### src/rtl/sha1_wb_seq.sv
// sha1_wb_seq: Wishbone master that streams one 512-bit block into a sha1_wb
// peripheral, waits for done, reads the digest back and emits it h0 first.
// Optional watchdog: define SHA1_SEQ_TIMEOUT_EN to fault on a stalled WAIT or
// a bus access that is never acknowledged.
module sha1_wb_seq #(
  parameter logic [31:0] BASE_ADDRESS   = 32'h30000024,
  parameter int          TIMEOUT_CYCLES = 4096
) (
  input  logic        wb_clk_i,
  input  logic        reset,
  input  logic [31:0] in_data,
  input  logic        in_valid,
  output logic        in_ready,
  output logic [31:0] out_data,
  output logic        out_valid,
  input  logic        out_ready,
  output logic        out_last,
  input  logic        sha1_done,
  output logic        busy,
  output logic        error,
  output logic        wbm_cyc_o,
  output logic        wbm_stb_o,
  output logic        wbm_we_o,
  output logic [3:0]  wbm_sel_o,
  output logic [31:0] wbm_adr_o,
  output logic [31:0] wbm_dat_o,
  input  logic [31:0] wbm_dat_i,
  input  logic        wbm_ack_i
);

  localparam logic [31:0] ADR_OPS = BASE_ADDRESS + 32'h8;
  localparam logic [31:0] ADR_MSG = BASE_ADDRESS + 32'hC;
  localparam logic [31:0] ADR_DIG = BASE_ADDRESS + 32'h10;
  localparam logic [31:0] EBUSY   = 32'hFFFFFFF0;

  typedef enum logic [3:0] {
    S_IDLE, S_CLR, S_LOAD, S_WAIT, S_READ, S_EMIT, S_OFF, S_FAULT, S_ERROR
  } state_t;

  state_t      state;
  logic [3:0]  n_cnt;
  logic [2:0]  k_cnt;
  logic [2:0]  idx;
  logic [31:0] dig [0:4];
  logic        timeout;

  assign wbm_sel_o = 4'hF;
  assign busy      = (state != S_IDLE) && (state != S_ERROR);
  assign error     = (state == S_ERROR);

`ifdef SHA1_SEQ_TIMEOUT_EN
  logic [15:0] wd_cnt;
  state_t      state_prev;
  logic        wd_run;

  assign wd_run  = (state == S_WAIT) || (wbm_stb_o && !wbm_ack_i);
  // The first cycle after a state change reads wd_cnt as stale, hence the
  // -2 offset so the fault lands exactly TIMEOUT_CYCLES cycles after entry.
  assign timeout = wd_run && (state == state_prev) &&
                   (wd_cnt >= 16'(TIMEOUT_CYCLES - 2));

  // Watchdog: count WAIT cycles and unacknowledged strobe cycles.
  always_ff @(posedge wb_clk_i) begin
    if (reset) begin
      wd_cnt     <= 16'd0;
      state_prev <= S_IDLE;
    end else begin
      state_prev <= state;
      if ((state != state_prev) || (wbm_stb_o && wbm_ack_i))
        wd_cnt <= 16'd0;
      else if (wd_run)
        wd_cnt <= wd_cnt + 16'd1;
    end
  end
`else
  logic unused_timeout_param;
  assign unused_timeout_param = (TIMEOUT_CYCLES == 0);
  assign timeout = 1'b0;
`endif

  // Sequencer FSM: owns the bus master, the input/output handshakes and the
  // digest buffer. A bus access ends on the edge that samples ack with stb
  // high; stb is then low for the following cycle before any new access.
  always_ff @(posedge wb_clk_i) begin
    if (reset) begin
      state     <= S_IDLE;
      wbm_cyc_o <= 1'b0;
      wbm_stb_o <= 1'b0;
      wbm_we_o  <= 1'b0;
      wbm_adr_o <= 32'h0;
      wbm_dat_o <= 32'h0;
      in_ready  <= 1'b0;
      out_valid <= 1'b0;
      out_last  <= 1'b0;
      out_data  <= 32'h0;
      n_cnt     <= 4'd0;
      k_cnt     <= 3'd0;
      idx       <= 3'd0;
    end else if (timeout) begin
      // A stall while already cleaning up cannot be retried, so give up.
      wbm_cyc_o <= 1'b0;
      wbm_stb_o <= 1'b0;
      in_ready  <= 1'b0;
      out_valid <= 1'b0;
      out_last  <= 1'b0;
      state     <= (state == S_FAULT) ? S_ERROR : S_FAULT;
    end else begin
      case (state)
        S_IDLE: begin
          if (in_valid) state <= S_CLR;
        end
        S_CLR: begin
          if (!wbm_stb_o) begin
            wbm_cyc_o <= 1'b1;
            wbm_stb_o <= 1'b1;
            wbm_we_o  <= 1'b1;
            wbm_adr_o <= ADR_OPS;
            wbm_dat_o <= 32'h2;
          end else if (wbm_ack_i) begin
            wbm_cyc_o <= 1'b0;
            wbm_stb_o <= 1'b0;
            n_cnt     <= 4'd0;
            state     <= S_LOAD;
          end
        end
        S_LOAD: begin
          if (wbm_stb_o) begin
            if (wbm_ack_i) begin
              wbm_cyc_o <= 1'b0;
              wbm_stb_o <= 1'b0;
              if (wbm_dat_i != 32'h1) state <= S_FAULT;
              else if (n_cnt == 4'd15) state <= S_WAIT;
              else n_cnt <= n_cnt + 4'd1;
            end
          end else if (in_ready) begin
            if (in_valid) begin
              in_ready  <= 1'b0;
              wbm_cyc_o <= 1'b1;
              wbm_stb_o <= 1'b1;
              wbm_we_o  <= 1'b1;
              wbm_adr_o <= ADR_MSG;
              wbm_dat_o <= in_data;
            end
          end else begin
            in_ready <= 1'b1;
          end
        end
        S_WAIT: begin
          if (sha1_done) begin
            wbm_cyc_o <= 1'b1;
            wbm_stb_o <= 1'b1;
            wbm_we_o  <= 1'b0;
            wbm_adr_o <= ADR_DIG;
            k_cnt     <= 3'd0;
            state     <= S_READ;
          end
        end
        S_READ: begin
          if (!wbm_stb_o) begin
            wbm_cyc_o <= 1'b1;
            wbm_stb_o <= 1'b1;
            wbm_we_o  <= 1'b0;
            wbm_adr_o <= ADR_DIG;
          end else if (wbm_ack_i) begin
            wbm_cyc_o <= 1'b0;
            wbm_stb_o <= 1'b0;
            if (wbm_dat_i == EBUSY) begin
              state <= S_FAULT;
            end else begin
              // Slave returns h4 first, so the last read is h0.
              dig[3'd4 - k_cnt] <= wbm_dat_i;
              if (k_cnt == 3'd4) begin
                out_data  <= wbm_dat_i;
                out_valid <= 1'b1;
                out_last  <= 1'b0;
                idx       <= 3'd0;
                state     <= S_EMIT;
              end else begin
                k_cnt <= k_cnt + 3'd1;
              end
            end
          end
        end
        S_EMIT: begin
          if (out_valid && out_ready) begin
            if (idx == 3'd4) begin
              out_valid <= 1'b0;
              out_last  <= 1'b0;
              state     <= S_OFF;
            end else begin
              idx      <= idx + 3'd1;
              out_data <= dig[idx + 3'd1];
              out_last <= (idx == 3'd3);
            end
          end
        end
        S_OFF, S_FAULT: begin
          if (!wbm_stb_o) begin
            wbm_cyc_o <= 1'b1;
            wbm_stb_o <= 1'b1;
            wbm_we_o  <= 1'b1;
            wbm_adr_o <= ADR_OPS;
            wbm_dat_o <= (state == S_OFF) ? 32'h0 : 32'h2;
          end else if (wbm_ack_i) begin
            wbm_cyc_o <= 1'b0;
            wbm_stb_o <= 1'b0;
            state     <= (state == S_OFF) ? S_IDLE : S_ERROR;
          end
        end
        S_ERROR: begin
          in_ready <= 1'b0;
        end
        default: state <= S_ERROR;
      endcase
    end
  end

endmodule

### config.mk
export PLATFORM = sky130hd
export DESIGN_NAME = sha1_wb_seq
export DESIGN_NICKNAME = d
export VERILOG_FILES = /design/src/rtl/sha1_wb_seq.sv
export SDC_FILE = /design/constraint.sdc
export NUM_CORES = 1
export LEC_CHECK = 0
export ABC_AREA = 1
export CAP_MARGIN = 5
export CELL_PAD_IN_SITES_DETAIL_PLACEMENT = 1
export CELL_PAD_IN_SITES_GLOBAL_PLACEMENT = 1
export CORE_MARGIN = 8
export CORE_UTILIZATION = 38
export CTS_BUF_LIST = sky130_fd_sc_hd__clkbuf_4 sky130_fd_sc_hd__clkbuf_8
export DETAILED_ROUTE_END_ITERATION = 6
export PLACE_DENSITY_LB_ADDON = 0.1
export SLEW_MARGIN = 10
export SYNTH_ARGS = -nofsm -noshare
export SYNTH_HDL_FRONTEND = slang
export SYNTH_SLANG_ARGS = --single-unit
### constraint.sdc
create_clock -name wb_clk_i -period 3.8 [get_ports wb_clk_i]
set_input_delay 0.38 -clock wb_clk_i [delete_from_list [all_inputs] [get_ports wb_clk_i]]
set_output_delay 0.38 -clock wb_clk_i [all_outputs]
set_load 0.005 [all_outputs]
# Word-level counts from Yosys, hierarchy flattened
# Memory sizes are Yosys's and may differ from the RTL's.
# Index checks and enable logic that the tools add are counted.
# word_totals
ram_bits,160
memories,1
inputBits,70
register_bits,116
rom_bits,0
out_inout_bits,108
latchBits,0
# memory_table
name,depth,width,read_ports,rd_clocked_by_memory_dff,wr,line,text
dig,5,32,1,0,1,44,logic [31:0] dig [0:4];
# classes
n_eq_ne,44
mul,0
div,0
reduce_logical,25
muxes,101
n_shift,0
n_bitwise,1
order_cmp,0
n_addsub,4
# ops
cell,n
two-way mux 32 bit,17
one-hot mux 32 bit (4 select lines),1
one-hot mux 32 bit (3 select lines),1
two-way mux 4 bit,23
one-hot mux 32 bit (2 select lines),1
"!= test 2 bit, second input constant",25
two-way mux 1 bit,36
two-way mux 3 bit,11
"equality test 32 bit, second input constant",1
"!= test 32 x 1 -> 1 bit, second input constant",1
one-hot mux 4 bit (8 select lines),1
AND reduction 7 bit,4
AND reduction 6 bit,3
"equality test 4 x 3 -> 1 bit, second input constant",4
AND reduction 15 bit,1
"!= test 3 bit, second input constant",4
one-hot mux 3 bit (2 select lines),2
"equality test 4 x 2 -> 1 bit, second input constant",2
"equality test 4 bit, second input constant",2
one-hot mux 4 bit (2 select lines),1
nonzero test 2 bit,4
nonzero test 4 bit,2
"adder 3 x 1 -> 3 bit, second input constant",2
"equality test 3 bit, second input constant",2
other kinds (18),24

# Depth between registers and ports, before layout
# depth
ltp_word,7
ltp_mapped,13
ltp_nobuf,12

# Worst setup path before layout
# No wires, ideal clock.
# synth_path
kind,register to register
startpoint,reg k_cnt[0]
endpoint,"mem dig[2][0], enable pin"
setup_ns,0.461
t_required_ns,3.339
synth_period_minus_slack_ns,3.755
arrival_ns,3.294
slack_ns,0.045
stages_incl_launch_ff,7
path_buffers,0
path_cell_list,dfxtp_1 -> inv_1 -> ha_1 -> ha_1 -> inv_1 -> nand2_1 -> nor3_1
# synth_between
elab_chain_cells,1
# synth_rtl
element,line,text
"start, declared",42,logic [2:0] k_cnt;
"start signal, assigned",179,k_cnt <= k_cnt + 3'd1;
subtractor 3 bit,171,dig[3'd4 - k_cnt] <= wbm_dat_i;
"end, declared",44,
# Every way passes these cells.

# Worst setup path in the final report
# layout_path
startpoint,reg idx[0]
endpoint,reg out_data[17]
# layout_between
elab_chain_cells,5
elab_cells_between_ends,8
# layout_rtl
element,line,text
"start, declared",43,logic [2:0] idx;
"start signal, assigned",191,idx <= idx + 3'd1;
adder 3 x 1 -> 3 bit,192,out_data <= dig[idx + 3'd1];
memory (5 x 32 bit),-,
two-way mux 32 bit,186,if (idx == 3'd4) begin
two-way mux 32 bit,185,if (out_valid && out_ready) begin
one-hot mux 32 bit (2 select lines),108,case (state)
"end signal, assigned",173,out_data <= wbm_dat_i;
"end signal, assigned",192,
"end, declared",14,"output logic [31:0] out_data,"
# Several ways; a longest one is shown, not always the timed one. The select of a mux whose other input is x is not followed.
# A chain may end at the register's enable or synchronous reset.

==> results.md <==
* Die W at 185.8 um
* Grt total ovfl at 0
* Setup crit end kind: register
* Area leader, netlist: edfxtp_1
* Hold Path Stages at 3
* Status: completed
* CORE AREA at 0.02855 mm^2
* I/O pin total at 178
* CTS max path bufs at 3
* Arrival @ worst endpoint at 3.03 ns
* Global-route wire length before repair at 50760 um
* Routed wl met2 at 15530 um
* # clock sinks at 248
* Routed Antenna Nets at 0
* Fin. Hold Viols at 0
* Post-Syn Area at 0.01096 mm^2
* Core Rows at 62
* Vias at 8690
* Leakage at 5.296 nW
* Initial antenna violation count at 0
* Least-Margin Pin Slew at 1.019 ns
* Clock root cell: clkbuf_8
* Area Growth Syn to Fin at 25.11%
* CTS buffer count at 45
* Worst Path Class, Setup: register to register
* Hold Buf Count CTS at 0
* Starting density of the core at 0.3838
* Min-Delay Path Class: input pin to register
* R2R Path End: out_data[17]
* Worst r2r src: idx[0]
* Post-DP HPWL at 21250 um
* # nets final at 1424
* PD cells at 651.2 mW/mm^2
* VDD IR max at 0.0003237 V
* Synth Register Bits at 248
* Power Internal at 5.988 mW
* CTS tree: yes
* Max-slew violation count at 0
* RSZ-0062 raised after global routing: no
* Reg2reg path depth at 10
* Initial DRC Count at 451
* Mean area per synthesized cell at 9.200 um^2
* Die area at 0.03452 mm^2
* Met3 wire length at 1699 um
* Post-layout minimum cycle time at 2.547 ns
* CP Max Fanout at 26
* Slew HR at 0.3164
* Post-CTS resize count at 0
* Net Switching at 2.939 mW
* F_max at 392.6 MHz
* Post-route cell area at 0.01371 mm^2
* Most frequently used cell type in the post-synthesis netlist: nor2_1
* Die Y at 185.8 um
* Vias in the first global route at 9248
* IO Port Bufs at 147
* Placed Area at 0.01276 mm^2
* Fraction of layout cells with a size suffix above 1 at 0.09617
* M1 wire length at 14430 um
* Post-synth top flop: edfxtp_1
* Leading post-synthesis cells by instance count: 180 x nor2_1, 167 x nand2_1, 160 x edfxtp_1
* Fin crit share at 0.6704
* Routed vias/inst at 4.918
* Switching Fraction at 0.3292
* Largest net degree at the start of global routing at 67
* Reg clk slew, reported paths at 0.06 ns
* Sequential area share after synthesis at 0.5993
* Asr flop ratio synth at 0
* Drc violations at 0
* CP Data Required Time at 4.28 ns
* CTS HTree Levels at 2
* Synth cell types at 31
* Storage element area at 0.006568 mm^2
* Yosys warns at 0
* Max cap viols at 0
* Clock skew at 0.01329 ns
* Clock power share at 0.295
* # fillers at 3295
* Top-area cell type share of the netlist area at 0.4385
* Multi-input combinational cell area at 0.003536 mm^2
* Final setup vio count at 0
* Diodes inserted at 0
* WHS at 0.4474 ns
* DRT Pass-1 Iters at 5
* Post-CTS Setup Repair Bufs at 0
* Total Wirelength at 32330 um
* Synth area leaders: edfxtp_1 44%, dfxtp_1 16%, nor2_1 6.2%
* Setup crit start kind: register
* Number of synthesized flops with an enable pin at 160
* Setup TNS at 0 ns
* Seq pwr share at 0.384
* Clock latency on the worst-skew pair at 0.55 ns
* Routed len/inst at 18.29 um
* R2r setup slk at 1.25 ns
* RePlAce Congestion at 0.7933
* Hold Path End: wbm_dat_o[2]
* Synth Instances at 1191
* Min-delay src: in_data[2]
* Total GRT Usage at 0.1855
* Highest metal used: met4
* Combinational share of power at 0.321
[metrics by stage]
step                      instances  setup WS, ns  power (mW)    util
after floorplan                1219       0.04482       5.101       -
after global placement         1684        0.9675       6.334  0.4468
after detailed placement       1684        0.8603       6.390  0.4468
after CTS                      1767         1.118       9.074  0.4802
after global routing           1767        0.8539       9.547  0.4802
final                          1767         1.253       8.927  0.4802
[routing by layer]
metal / track usage / vias to the layer above
met1: 0.2360 / 4184
met5: 0 / -
li1: - / 4254
met3: 0.03865 / 57
met4: 0.05272 / 0
met2: 0.3146 / 195
[power groups by stage]
| stage | clock network (mW) | logic (mW) | registers [mW] |
|---|---|---|---|
| after floorplan | 0 | 1.61 | 3.49 |
| after global placement | 0 | 2.86 | 3.48 |
| after detailed placement | 0 | 2.91 | 3.49 |
| after CTS | 2.72 | 2.92 | 3.44 |
| after global routing | 2.84 | 3.23 | 3.48 |
| final | 2.63 | 2.86 | 3.43 |
[layout by cell type (no fill, tap or decap), types with 2 or more instances in the layout]
cell type / netlist / final
nand4_1: 6 / 6
clkinv_2: 0 / 3
a21oi_1: 120 / 120
clkbuf_8: 0 / 52
nor2_1: 180 / 177
conb_1: 2 / 30
clkdlybuf4s50_1: 0 / 147
dfxtp_1: 88 / 87
nand3_1: 46 / 46
o21ai_0: 90 / 90
nor2_2: 2 / 5
inv_2: 5 / 5
nand2_2: 5 / 5
clkinvlp_4: 0 / 3
clkinv_1: 3 / 7
nor2_4: 2 / 2
inv_1: 116 / 116
ha_1: 7 / 6
nand3_2: 3 / 3
buf_4: 36 / 26
nor3_1: 36 / 34
nor3_2: 0 / 2
clkbuf_4: 0 / 19
nand2_1: 167 / 167
o21ai_1: 13 / 13
buf_12: 0 / 2
xor2_1: 2 / 2
o211ai_1: 39 / 39
edfxtp_1: 160 / 160
[cell families (layout without fill, tap and decap cells)]
family,Yosys count,after routing,synth area share
other cells,2,30,0.0006854
buf+inv,218,382,0.08941
fa+ha+maj,7,7,0.007993
compound gates,266,266,0.1319
xor+xnor,2,2,0.001599
simple gates,448,448,0.1691
flops,248,248,0.5993
[worst max-delay path, cell delays in order, from the launching register on]
cell      delay, ns
dfxtp_2        0.35
inv_1          0.06
ha_1           0.30
clkinv_1       0.79
nor2_1         0.31
o21ai_0        0.14
nand3_1        0.11
o211ai_1       0.09
o21ai_0        0.15
nor2_1         0.08
nor2_1         0.11
[state kept, by name (all words and copies together) (netlist names)]
| name | cells |
|---|---|
| wbm_adr_o | 4 |
| wbm_we_o | 1 |
| idx | 3 |
| in_ready | 1 |
| wbm_dat_o | 32 |
| k_cnt | 3 |
| n_cnt | 4 |
| state | 4 |
| dig | 160 |
| wbm_stb_o | 1 |
| out_data | 32 |
| out_last | 1 |
| out_valid | 1 |
| wbm_cyc_o | 1 |
[final cells by class]
| class | count | share of cell area |
|---|---|---|
| Clock inverter | 12 | 0.006846 |
| Clock buffer | 71 | 0.06261 |
| Inverter | 124 | 0.03395 |
| Multi-Input combinational cell | 753 | 0.2579 |
| Sequential cell | 248 | 0.4791 |
| Timing Repair Buffer | 175 | 0.1245 |
| Tap cell | 384 | 0.03505 |
[worst max path at each step]
stage | startpoint | to | cells after the start | slack (ns)
floorplan | k_cnt[0] | dig[2][0] | 6 | 0.04
global placement | wbm_dat_i[3] | dig[0][10] | 11 | 0.97
detailed placement | wbm_dat_i[3] | dig[0][10] | 11 | 0.86
CTS | idx[1] | out_data[11] | 10 | 1.12
global route | idx[1] | out_data[3] | 10 | 0.85
finish | idx[0] | out_data[17] | 10 | 1.25
No activity file was read; power rests on OpenSTA's default activity.
